===== src/rtl/wb2ahb.sv =====
// Wishbone classic slave to AHB master bridge: one NONSEQ SINGLE word transfer per Wishbone cycle, status returned as a registered pulse.
// Three edges strobe-to-ack when unstalled; each cycle without hgrant or hready adds one, and RETRY/SPLIT re-arbitrate up to MAX_RETRY times.
module wb2ahb #(
  parameter int AWIDTH    = 32,
  parameter int DWIDTH    = 32,
  parameter int MAX_RETRY = 15
) (
  input  logic              hclk,
  input  logic              hresetn,
  input  logic [AWIDTH-1:0] adr_i,
  input  logic [DWIDTH-1:0] dat_i,
  output logic [DWIDTH-1:0] dat_o,
  input  logic              we_i,
  input  logic              cyc_i,
  input  logic              stb_i,
  output logic              ack_o,
  output logic              err_o,
  output logic              hbusreq,
  input  logic              hgrant,
  output logic [AWIDTH-1:0] haddr,
  output logic [1:0]        htrans,
  output logic              hwrite,
  output logic [2:0]        hsize,
  output logic [2:0]        hburst,
  output logic [DWIDTH-1:0] hwdata,
  input  logic [DWIDTH-1:0] hrdata,
  input  logic              hready,
  input  logic [1:0]        hresp
);
  typedef enum logic [2:0] {IDLE, REQ, ADDR, DATA, ACK} state_t;

  localparam logic [1:0] TRANS_IDLE   = 2'b00;
  localparam logic [1:0] TRANS_NONSEQ = 2'b10;
  localparam logic [1:0] RESP_OKAY    = 2'b00;
  localparam logic [1:0] RESP_ERROR   = 2'b01;
  localparam logic [3:0] RETRY_LIMIT  = 4'(MAX_RETRY);

  state_t            state;
  logic [AWIDTH-1:0] lat_adr;
  logic [DWIDTH-1:0] lat_dat;
  logic              lat_we;
  logic [3:0]        retry_cnt;
  logic              abandoned;
  logic              live;

  assign hsize  = 3'b010;
  assign hburst = 3'b000;
  // A master that drops cyc_i at any point of the transfer gets no termination.
  assign live   = cyc_i && !abandoned;

  always_ff @(posedge hclk or negedge hresetn) begin
    if (!hresetn) begin
      state     <= IDLE;
      hbusreq   <= 1'b0;
      htrans    <= TRANS_IDLE;
      haddr     <= '0;
      hwrite    <= 1'b0;
      hwdata    <= '0;
      dat_o     <= '0;
      ack_o     <= 1'b0;
      err_o     <= 1'b0;
      retry_cnt <= '0;
      lat_adr   <= '0;
      lat_dat   <= '0;
      lat_we    <= 1'b0;
      abandoned <= 1'b0;
    end else begin
      case (state)
        IDLE: begin
          if (cyc_i && stb_i) begin
            lat_adr   <= adr_i;
            lat_dat   <= dat_i;
            lat_we    <= we_i;
            hbusreq   <= 1'b1;
            retry_cnt <= '0;
            abandoned <= 1'b0;
            state     <= REQ;
          end
        end
        REQ: begin
          if (!cyc_i) abandoned <= 1'b1;
          if (hgrant && hready) begin
            htrans <= TRANS_NONSEQ;
            haddr  <= lat_adr;
            hwrite <= lat_we;
            state  <= ADDR;
          end
        end
        ADDR: begin
          if (!cyc_i) abandoned <= 1'b1;
          if (hready) begin
            htrans  <= TRANS_IDLE;
            hbusreq <= 1'b0;
            hwdata  <= lat_dat;
            state   <= DATA;
          end
        end
        DATA: begin
          if (!cyc_i) abandoned <= 1'b1;
          // The first cycle of a two-cycle response has hready low and needs nothing: htrans is already IDLE.
          if (hready) begin
            case (hresp)
              RESP_OKAY: begin
                ack_o <= live;
                if (!lat_we) dat_o <= hrdata;
                state <= ACK;
              end
              RESP_ERROR: begin
                err_o <= live;
                state <= ACK;
              end
              default: begin
                if (retry_cnt < RETRY_LIMIT) begin
                  retry_cnt <= retry_cnt + 4'd1;
                  hbusreq   <= 1'b1;
                  state     <= REQ;
                end else begin
                  err_o <= live;
                  state <= ACK;
                end
              end
            endcase
          end
        end
        ACK: begin
          ack_o <= 1'b0;
          err_o <= 1'b0;
          state <= IDLE;
        end
        default: state <= IDLE;
      endcase
    end
  end
endmodule


===== config.mk =====
export PLATFORM = sky130hd
export DESIGN_NAME = wb2ahb
export DESIGN_NICKNAME = d
export VERILOG_FILES = /design/src/rtl/wb2ahb.sv
export SDC_FILE = /design/constraint.sdc
export NUM_CORES = 1
export LEC_CHECK = 0
export CAP_MARGIN = 25
export CORE_AREA = 5 5 171 91
export DETAILED_ROUTE_END_ITERATION = 12
export DIE_AREA = 0 0 176 96
export GPL_ROUTABILITY_DRIVEN = 0
export HOLD_SLACK_MARGIN = 0.15
export PLACE_DENSITY = 0.8
export RECOVER_POWER = 25
export SYNTH_ARGS = -nofsm -noshare
export SYNTH_HDL_FRONTEND = slang
export SYNTH_SLANG_ARGS = --single-unit
export TNS_END_PERCENT = 5

===== constraint.sdc =====
create_clock -name hclk -period 2.8 [get_ports hclk]
set_clock_uncertainty 0.05 [all_clocks]
set_input_delay 0.42 -clock hclk [delete_from_list [all_inputs] [get_ports hclk]]
set_output_delay 0.42 -clock hclk [all_outputs]
set_load 0.1 [all_outputs]

# Word level (Yosys, flattened, before mapping)
# Cells that the tools add are included.
# Widths: inputs -> output; s select.
[classes]
eq_ne = 15
reduce_logical = 24
n_lt_le_gt_ge = 1
add_sub_neg = 1
bitwise = 1
mux = 31
[op_table]
columns = ["op", "count"]
rows = [
  ["$mux 3", 6],
  ["$ne 2x2->1 const B", 9],
  ["$mux 4", 4],
  ["$pmux 3 s4", 1],
  ["$reduce_and 4->1", 3],
  ["$mux 1", 11],
  ["$reduce_and 3->1", 3],
  ["$pmux 1 s2", 4],
  ["$pmux 4 s2", 1],
  ["$reduce_bool 2->1", 4],
  ["$eq 3x2->1 const B", 2],
  ["$reduce_and 2->1", 3],
  ["$reduce_and 6->1", 1],
  ["$reduce_and 5->1", 1],
  ["$add 4x1->4 const B", 1],
  ["$lt 4x4->1 const B", 1],
  ["$mux 2", 2],
  ["$pmux 2 s2", 1],
  ["$eq 3x1->1 const B", 1],
  ["$eq 3x3->1 const B", 1],
  ["$logic_and 1x1->1", 3],
  ["$logic_not 3->1", 1],
  ["$ne 3x3->1 const B", 1],
  ["$pmux 1 s3", 1],
  ["7 further kinds", 7],
]
[word_totals]
elab_cells = 87
out_inout_bits = 108
reg_bits = 175
inputBits = 105

# Longest topological paths before layout
# Gate-level depths: netlist of run 1.
[logic_depth]
depth_word = 6
depth_mapped = 6
mapped_depth_nobuf = 5

# Least setup slack after synthesis of run 1
# No wires, ideal clock.
[synth_timing]
path_kind = "register to register"
from = "reg state[2]"
to = "reg lat_adr[0]"
slack_ps = 1150
path_stages_with_launch = 6
n_path_buf = 3
arrival_time_ps = 1475
period_less_slack_ps = 1650
setup_ps = 125
required_ps = 2625
cell_sequence = "dfrtp_1 -> buf_2 -> nor4_2 -> buf_2 -> buf_4 -> mux2_2"
[synth_between]
elab_chain_len = 2
[synth_lines]
columns = ["element", "line_no", "text"]
rows = [
  ["from (decl)", "38", "state_t state;"],
  ["from (signal assigned)", "53", "state <= IDLE;"],
  ["from (signal assigned)", "77", "state <= REQ;"],
  ["from (signal assigned)", "86", "state <= ADDR;"],
  ["$logic_not 3->1", "68", "case (state)"],
  ["$reduce_and 2->1 (no source line)", "n/a", ""],
  ["to (signal assigned)", "71", "lat_adr <= adr_i;"],
  ["to (decl)", "39", "logic [AWIDTH-1:0] lat_adr;"],
]
# No other way between the ends.
# A chain may end at the register's enable or synchronous reset.

==> flow_summary.toml, run 1 <==
[synth]
avgSynthCellArea_um2 = 15.8
synth_seq_cells = 174
syn_area_um2 = 6760
synth_top_area_share_pct = 64.4
synthArstFlopShare_pct = 100
netlist_instances = 428
synth_area_leaders = "dfrtp_1 64%, mux2_2 27%, buf_4 2.0%"
synth_ff_type = "dfrtp_1"
synth_edf_count = 0
yosysWarnings = 0
synth_top_area_cell = "dfrtp_1"
yosys-top-cells-count = "174 x dfrtp_1, 161 x mux2_2, 18 x buf_4, 12 x nand2_1, 7 x nor2_1"
ys_seq_area_share_pct = 64.4
synth_most_common_cell = "dfrtp_1"
ys_types = 35

[worst_setup_path]
critPathRequiredTime_ns = 3.11
cp.arrival_ns = 2.35
reg2reg_to = "dat_o[23]"
r2r.worst_path.cells = 5
r2r-start = "state[0]"
cp_max_fo = 61
cp-start-kind = "input port"
path_class = "in2async"
ff2ff_setup_slack_ns = 0.79
setup.worst_path.end_class = "async pin"

[clock_tree]
clockRootBuffer = "clkbuf_16"
clk_pin_slew_worst_paths_ns = 0.07
clock_path_buffers = 2
cts_tree = "yes"
clkSinkCount = 174
cts_made_buffers = 17
cts.htree.levels = 4
worstSkewPairLatency_ns = 0.41

[placed_design]
dp_hpwl_um = 11400
port_buffers = 205

[global_route]
grt_max_degree = 62
antenna_found_initial = 0
grt_pass1_vias = 4583
overflow = 0
grt_first_pass_wirelength_um = 24500
grt_use_total_pct = 18.6

[timing]
slew_violations = 0
slew_headroom_pct = 24.5
fmax_mhz = 489
period_minus_slack_ns = 2.04
worstMarginPinSlew_ns = 1.13
fin_crit_sh_pct = 73.0
finalHoldViolations = 0
setup_viol = 0
rsz0062_at_grt = "no"
setup-tns-final_ns = 0

[floorplanning]
rows = 31
die_h_um = 96
dieArea_um2 = 16900
initial_utilization_pct = 48.4
ios = 213
core_um2 = 14000
die_w_um = 176

[run_status]
status = "finished, final reports clean"

[detailed_routing]
ant_nets = 0
wirelength_um = 15600
drt-met1-wl_um = 6860
routed-via-count = 4263
drc = 0
first_iter_violations = 222
highest_layer = "met4"
drt-pass1-iter-count = 4
via_per_inst = 5.11
route.met2.wl_um = 7210
wl_met3_um = 1350
wire_per_inst_um = 18.7

[worst_hold_path]
hold_path.class = "reg2reg"
hold_depth = 1
hold_start = "lat_adr[14]"
hold_end = "haddr[14]"

[finish]
diodes = 0
areaGrowthSynthToFinish_pct = 38.7
nNetsFinal = 746
drive_gt1_share_pct = 47.2

[job]
cap_violations = 0
## registers in the layout, summed over array words and instances, names as in the netlist, 3 cells and up
signal and cells:
dat_o 32, haddr 32, hwdata 32, lat_adr 32
lat_dat 32, retry_cnt 4, state 3
## layer usage
| metal | vias to the layer above | GRT usage (%) |
|---|---|---|
| met5 | - | 0 |
| met4 | 0 | 4.41 |
| met3 | 13 | 7.85 |
| met2 | 145 | 30.0 |
| met1 | 2172 | 23.6 |
| li1 | 1933 | - |
## through the flow
| step | utilization, % | setup slack [ns] | cells | hold WS, ns | cell area (um^2) |
|---|---|---|---|---|---|
| after global routing | 67.2 | 0.435 | 834 | 0.463 | 9380 |
| after detailed placement | 62.8 | 0.499 | 801 | 0.396 | 8770 |
| final | 67.2 | 0.755 | 834 | 0.450 | 9380 |
| after floorplan | - | 1.15 | 433 | 0.0744 | 6780 |
| after global placement | 62.8 | 0.550 | 801 | 0.383 | 8770 |
| after CTS | 67.2 | 0.771 | 834 | 0.455 | 9380 |
## worst max-delay path, stage by stage
cell and delay, ns:
dlygate4sd3_1 0.54, buf_6 0.46, clkbuf_1 0.90
## area by class of cell
class / count / area, um^2
multi-input cells: 231 / 2240
inverters: 1 / 3.75
clock inverters: 15 / 179
well taps: 181 / 226
clock buffers: 17 / 425
repair buffers: 215 / 1950
fillers: 998 / 4580
flip-flops and latches: 174 / 4350
## repair_timing
item / 4_1_cts / 5_1_grt
buffers inserted: 0 / 0
endpoints found under the setup margin: 0 / 0
hold buffers: 1 / 0
endpoints found under the hold margin: 57 / 0
resized for setup: 0 / 0
## cell usage in the layout, fill, tap and decap left out, types with 2 or more instances in the layout
cell type / netlist / layout
a21oi_1: 6 / 6
a31oi_1: 2 / 2
and2_1: 2 / 2
and3_1: 2 / 2
buf_12: 0 / 6
buf_4: 18 / 103
bufinv_16: 0 / 2
clkbuf_16: 0 / 17
clkdlybuf4s50_1: 0 / 103
clkinv_2: 0 / 2
clkinvlp_4: 0 / 2
conb_1: 2 / 7
dfrtp_1: 174 / 174
inv_6: 0 / 4
inv_8: 0 / 3
mux2_1: 2 / 2
mux2_2: 161 / 161
nand2_1: 12 / 12
nand2b_1: 2 / 2
nand3_1: 4 / 4
nand4_1: 2 / 2
nand4bb_1: 2 / 2
nor2_1: 7 / 7
o21ai_0: 4 / 4
## how the worst max path moves through the flow
stage,startpoint,end,slack (ns),depth (start not counted)
finish,hresetn,hwdata[28],0.76,3
global route,hresetn,hwdata[28],0.44,3
global placement,hready,dat_o[15],0.55,6
detailed placement,hready,dat_o[29],0.50,6
CTS,state[0],dat_o[15],0.77,5
floorplan,state[2],lat_adr[0],1.15,5
## cell families after synthesis
| kind of cell | synth area share (%) |
|---|---|
| DFF | 64.4 |
| buffers and inverters | 2.98 |
| adders and majority gates | 0.185 |
| muxes | 27.1 |
| and+or+nand+nor | 3.57 |
| other | 0.111 |
| AOI/OAI and AO/OA | 1.65 |
Power of run 1 is left out: the tool's default activity adds up to more than one toggle a clock period on the data nets, which glitch-free logic cannot reach.
==> run 2, diff against run 1 <==
--- a/config.mk
+++ b/config.mk
@@ -6,12 +6,12 @@
 export NUM_CORES = 1
 export LEC_CHECK = 0
 export CAP_MARGIN = 25
-export CORE_AREA = 5 5 171 91
+export CORE_AREA = 5 5 178 94
 export DETAILED_ROUTE_END_ITERATION = 12
-export DIE_AREA = 0 0 176 96
+export DIE_AREA = 0 0 183 99
 export GPL_ROUTABILITY_DRIVEN = 0
 export HOLD_SLACK_MARGIN = 0.15
-export PLACE_DENSITY = 0.8
+export PLACE_DENSITY = 0.75
 export RECOVER_POWER = 25
 export SYNTH_ARGS = -nofsm -noshare
 export SYNTH_HDL_FRONTEND = slang
==> constraint.sdc (replaced) <==
create_clock -name hclk -period 2 [get_ports hclk]
set_clock_uncertainty 0.05 [all_clocks]
set_input_delay 0.3 -clock hclk [delete_from_list [all_inputs] [get_ports hclk]]
set_output_delay 0.3 -clock hclk [all_outputs]
set_load 0.1 [all_outputs]
==> run 2 against run 1 <==
Die area rose by 7.2%. Non-clock buffer count increased by 8. Highest routed layer unchanged. Flip-flop and latch count unchanged. First-iteration DRC count shrank 33%. Clock-buffer cell count increased by 1. Core utilization decreased by 4.0 points. Cell count grew 3.6%. Critical path depth increased by 2. Worst hold slack got worse by 0.015 ns. Sequential share of layout area shrank 0.50 points. Via count rose by 0.42%. Global-route usage down 0.29 points.
==> flow_summary.toml, run 2 (synthesized netlist as in run 1, its figures left out) <==
[worst_hold_path]
hold_end = "dat_o[10]"
hold_start = "hrdata[10]"
hold_path.class = "in2reg"
hold_depth = 2

[finish]
multiInputGateArea_um2 = 2240
diodes = 0
drive_gt1_share_pct = 47.7
areaGrowthSynthToFinish_pct = 40.2
n_fill_cell = 1126
final_area_um2 = 9480
seq_area_um2 = 4350
nNetsFinal = 754
layout_commonest_cell = "dfrtp_1"
final_util_pct = 63.1
final_cell_mix = "174 x dfrtp_1, 161 x mux2_2, 108 x buf_4"

[timing]
slew_headroom_pct = 15.3
fmax_mhz = 534
setup_viol = 0
setup-tns-final_ns = 0
fin_crit_sh_pct = 93.6
finalHoldViolations = 0
worstMarginPinSlew_ns = 1.27
period_minus_slack_ns = 1.87
rsz0062_at_grt = "no"
slew_violations = 0

[detailed_routing]
routed-via-count = 4281
wirelength_um = 16100
wire_per_inst_um = 18.7
ant_nets = 0
drt-pass1-iter-count = 4
via_per_inst = 4.95
first_iter_violations = 148
drc = 0

[job]
cap_violations = 0

[floorplanning]
rows = 32
core_um2 = 15000
die_h_um = 99
dieArea_um2 = 18100
die_w_um = 183
ios = 213
initial_utilization_pct = 45.0

[clock_tree]
cts_made_buffers = 17
cts_resized = 0
cts.htree.levels = 4
cts_tree = "yes"
clock_path_buffers = 2
clkSinkCount = 174
clockRootBuffer = "clkbuf_16"
postCtsHoldBufs = 1
clk_pin_slew_worst_paths_ns = 0.07
worstSkewPairLatency_ns = 0.41
cts_setup_buffers = 0

[worst_setup_path]
r2r.worst_path.cells = 5
path_class = "reg2reg"
cp-start-kind = "register"
ff2ff_setup_slack_ns = 0.13
cp.arrival_ns = 2.11
cp_max_fo = 32
reg2reg_to = "dat_o[22]"
critPathRequiredTime_ns = 2.24
setup.worst_path.end_class = "register"
r2r-start = "state[1]"

[global_route]
grt_pass1_vias = 4791
antenna_found_initial = 0
grt_use_total_pct = 18.3
grt_first_pass_wirelength_um = 26200
overflow = 0
grt_max_degree = 49

[placed_design]
placedInstanceArea_um2 = 8890
dp_hpwl_um = 11900
port_buffers = 205

[run_status]
status = "finished, final reports clean"
## run 2: worst max path at each step
stage | startpoint | to | slack (ns)
after global placement | cyc_i | lat_dat[15] | 0.004
final | state[1] | dat_o[22] | 0.13
after detailed placement | cyc_i | lat_dat[13] | -0.05
after global routing | hresetn | haddr[2] | 0.03
after floorplan | state[2] | lat_adr[0] | 0.35
after CTS | state[1] | dat_o[22] | 0.13
## run 2: metal layers
| metal | vias up | global-route usage (%) | routed length (um) | part of all wire [%] |
|---|---|---|---|---|
| met5 | - | 0 | 0 | 0 |
| met4 | 0 | 3.66 | 116 | 0.72 |
| met3 | 9 | 7.41 | 1520 | 9.4 |
| met2 | 137 | 29.6 | 7640 | 47 |
| met1 | 2190 | 23.6 | 6840 | 42 |
| li1 | 1945 | - | - | - |
## run 2: through the flow
| stage | setup WS [ns] | cells | hold slack, ns |
|---|---|---|---|
| 2_1_floorplan | 0.350 | 433 | -0.0456 |
| 3_3_place_gp | 0.00421 | 832 | 0.209 |
| 3_5_place_dp | -0.0460 | 832 | 0.223 |
| 4_1_cts | 0.134 | 864 | 0.343 |
| 5_1_grt | 0.0319 | 864 | 0.432 |
| 6_report | 0.129 | 864 | 0.435 |
## run 2: final cells by class
class,instances,share of cell area [%]
clock buffer,18,4.63
tap,204,2.69
clock inverter,13,1.61
sequential,174,45.9
timing repair buffer,223,21.5
inverter,1,0.0396
multi-input combinational,231,23.6
## run 2: worst max-delay path, stage by stage, from the launching register on
cell and delay (ns):
dfrtp_1 0.59, and4b_1 0.29, nand2_1 0.09, nor2_2 0.13
buf_12 0.22, mux2_2 0.37
Power of run 2 is left out for the same reason.
==> run 3, diff against run 2 <==
--- a/config.mk
+++ b/config.mk
@@ -7,10 +7,10 @@
 export LEC_CHECK = 0
 export CAP_MARGIN = 25
 export CORE_AREA = 5 5 178 94
+export CTS_CLUSTER_SIZE = 10
 export DETAILED_ROUTE_END_ITERATION = 12
 export DIE_AREA = 0 0 183 99
 export GPL_ROUTABILITY_DRIVEN = 0
-export HOLD_SLACK_MARGIN = 0.15
 export PLACE_DENSITY = 0.75
 export RECOVER_POWER = 25
 export SYNTH_ARGS = -nofsm -noshare
==> results of run 3 <==
No change in the layout: final DEF, timing and power equal those of run 2.
Power of run 3 is left out for the same reason.
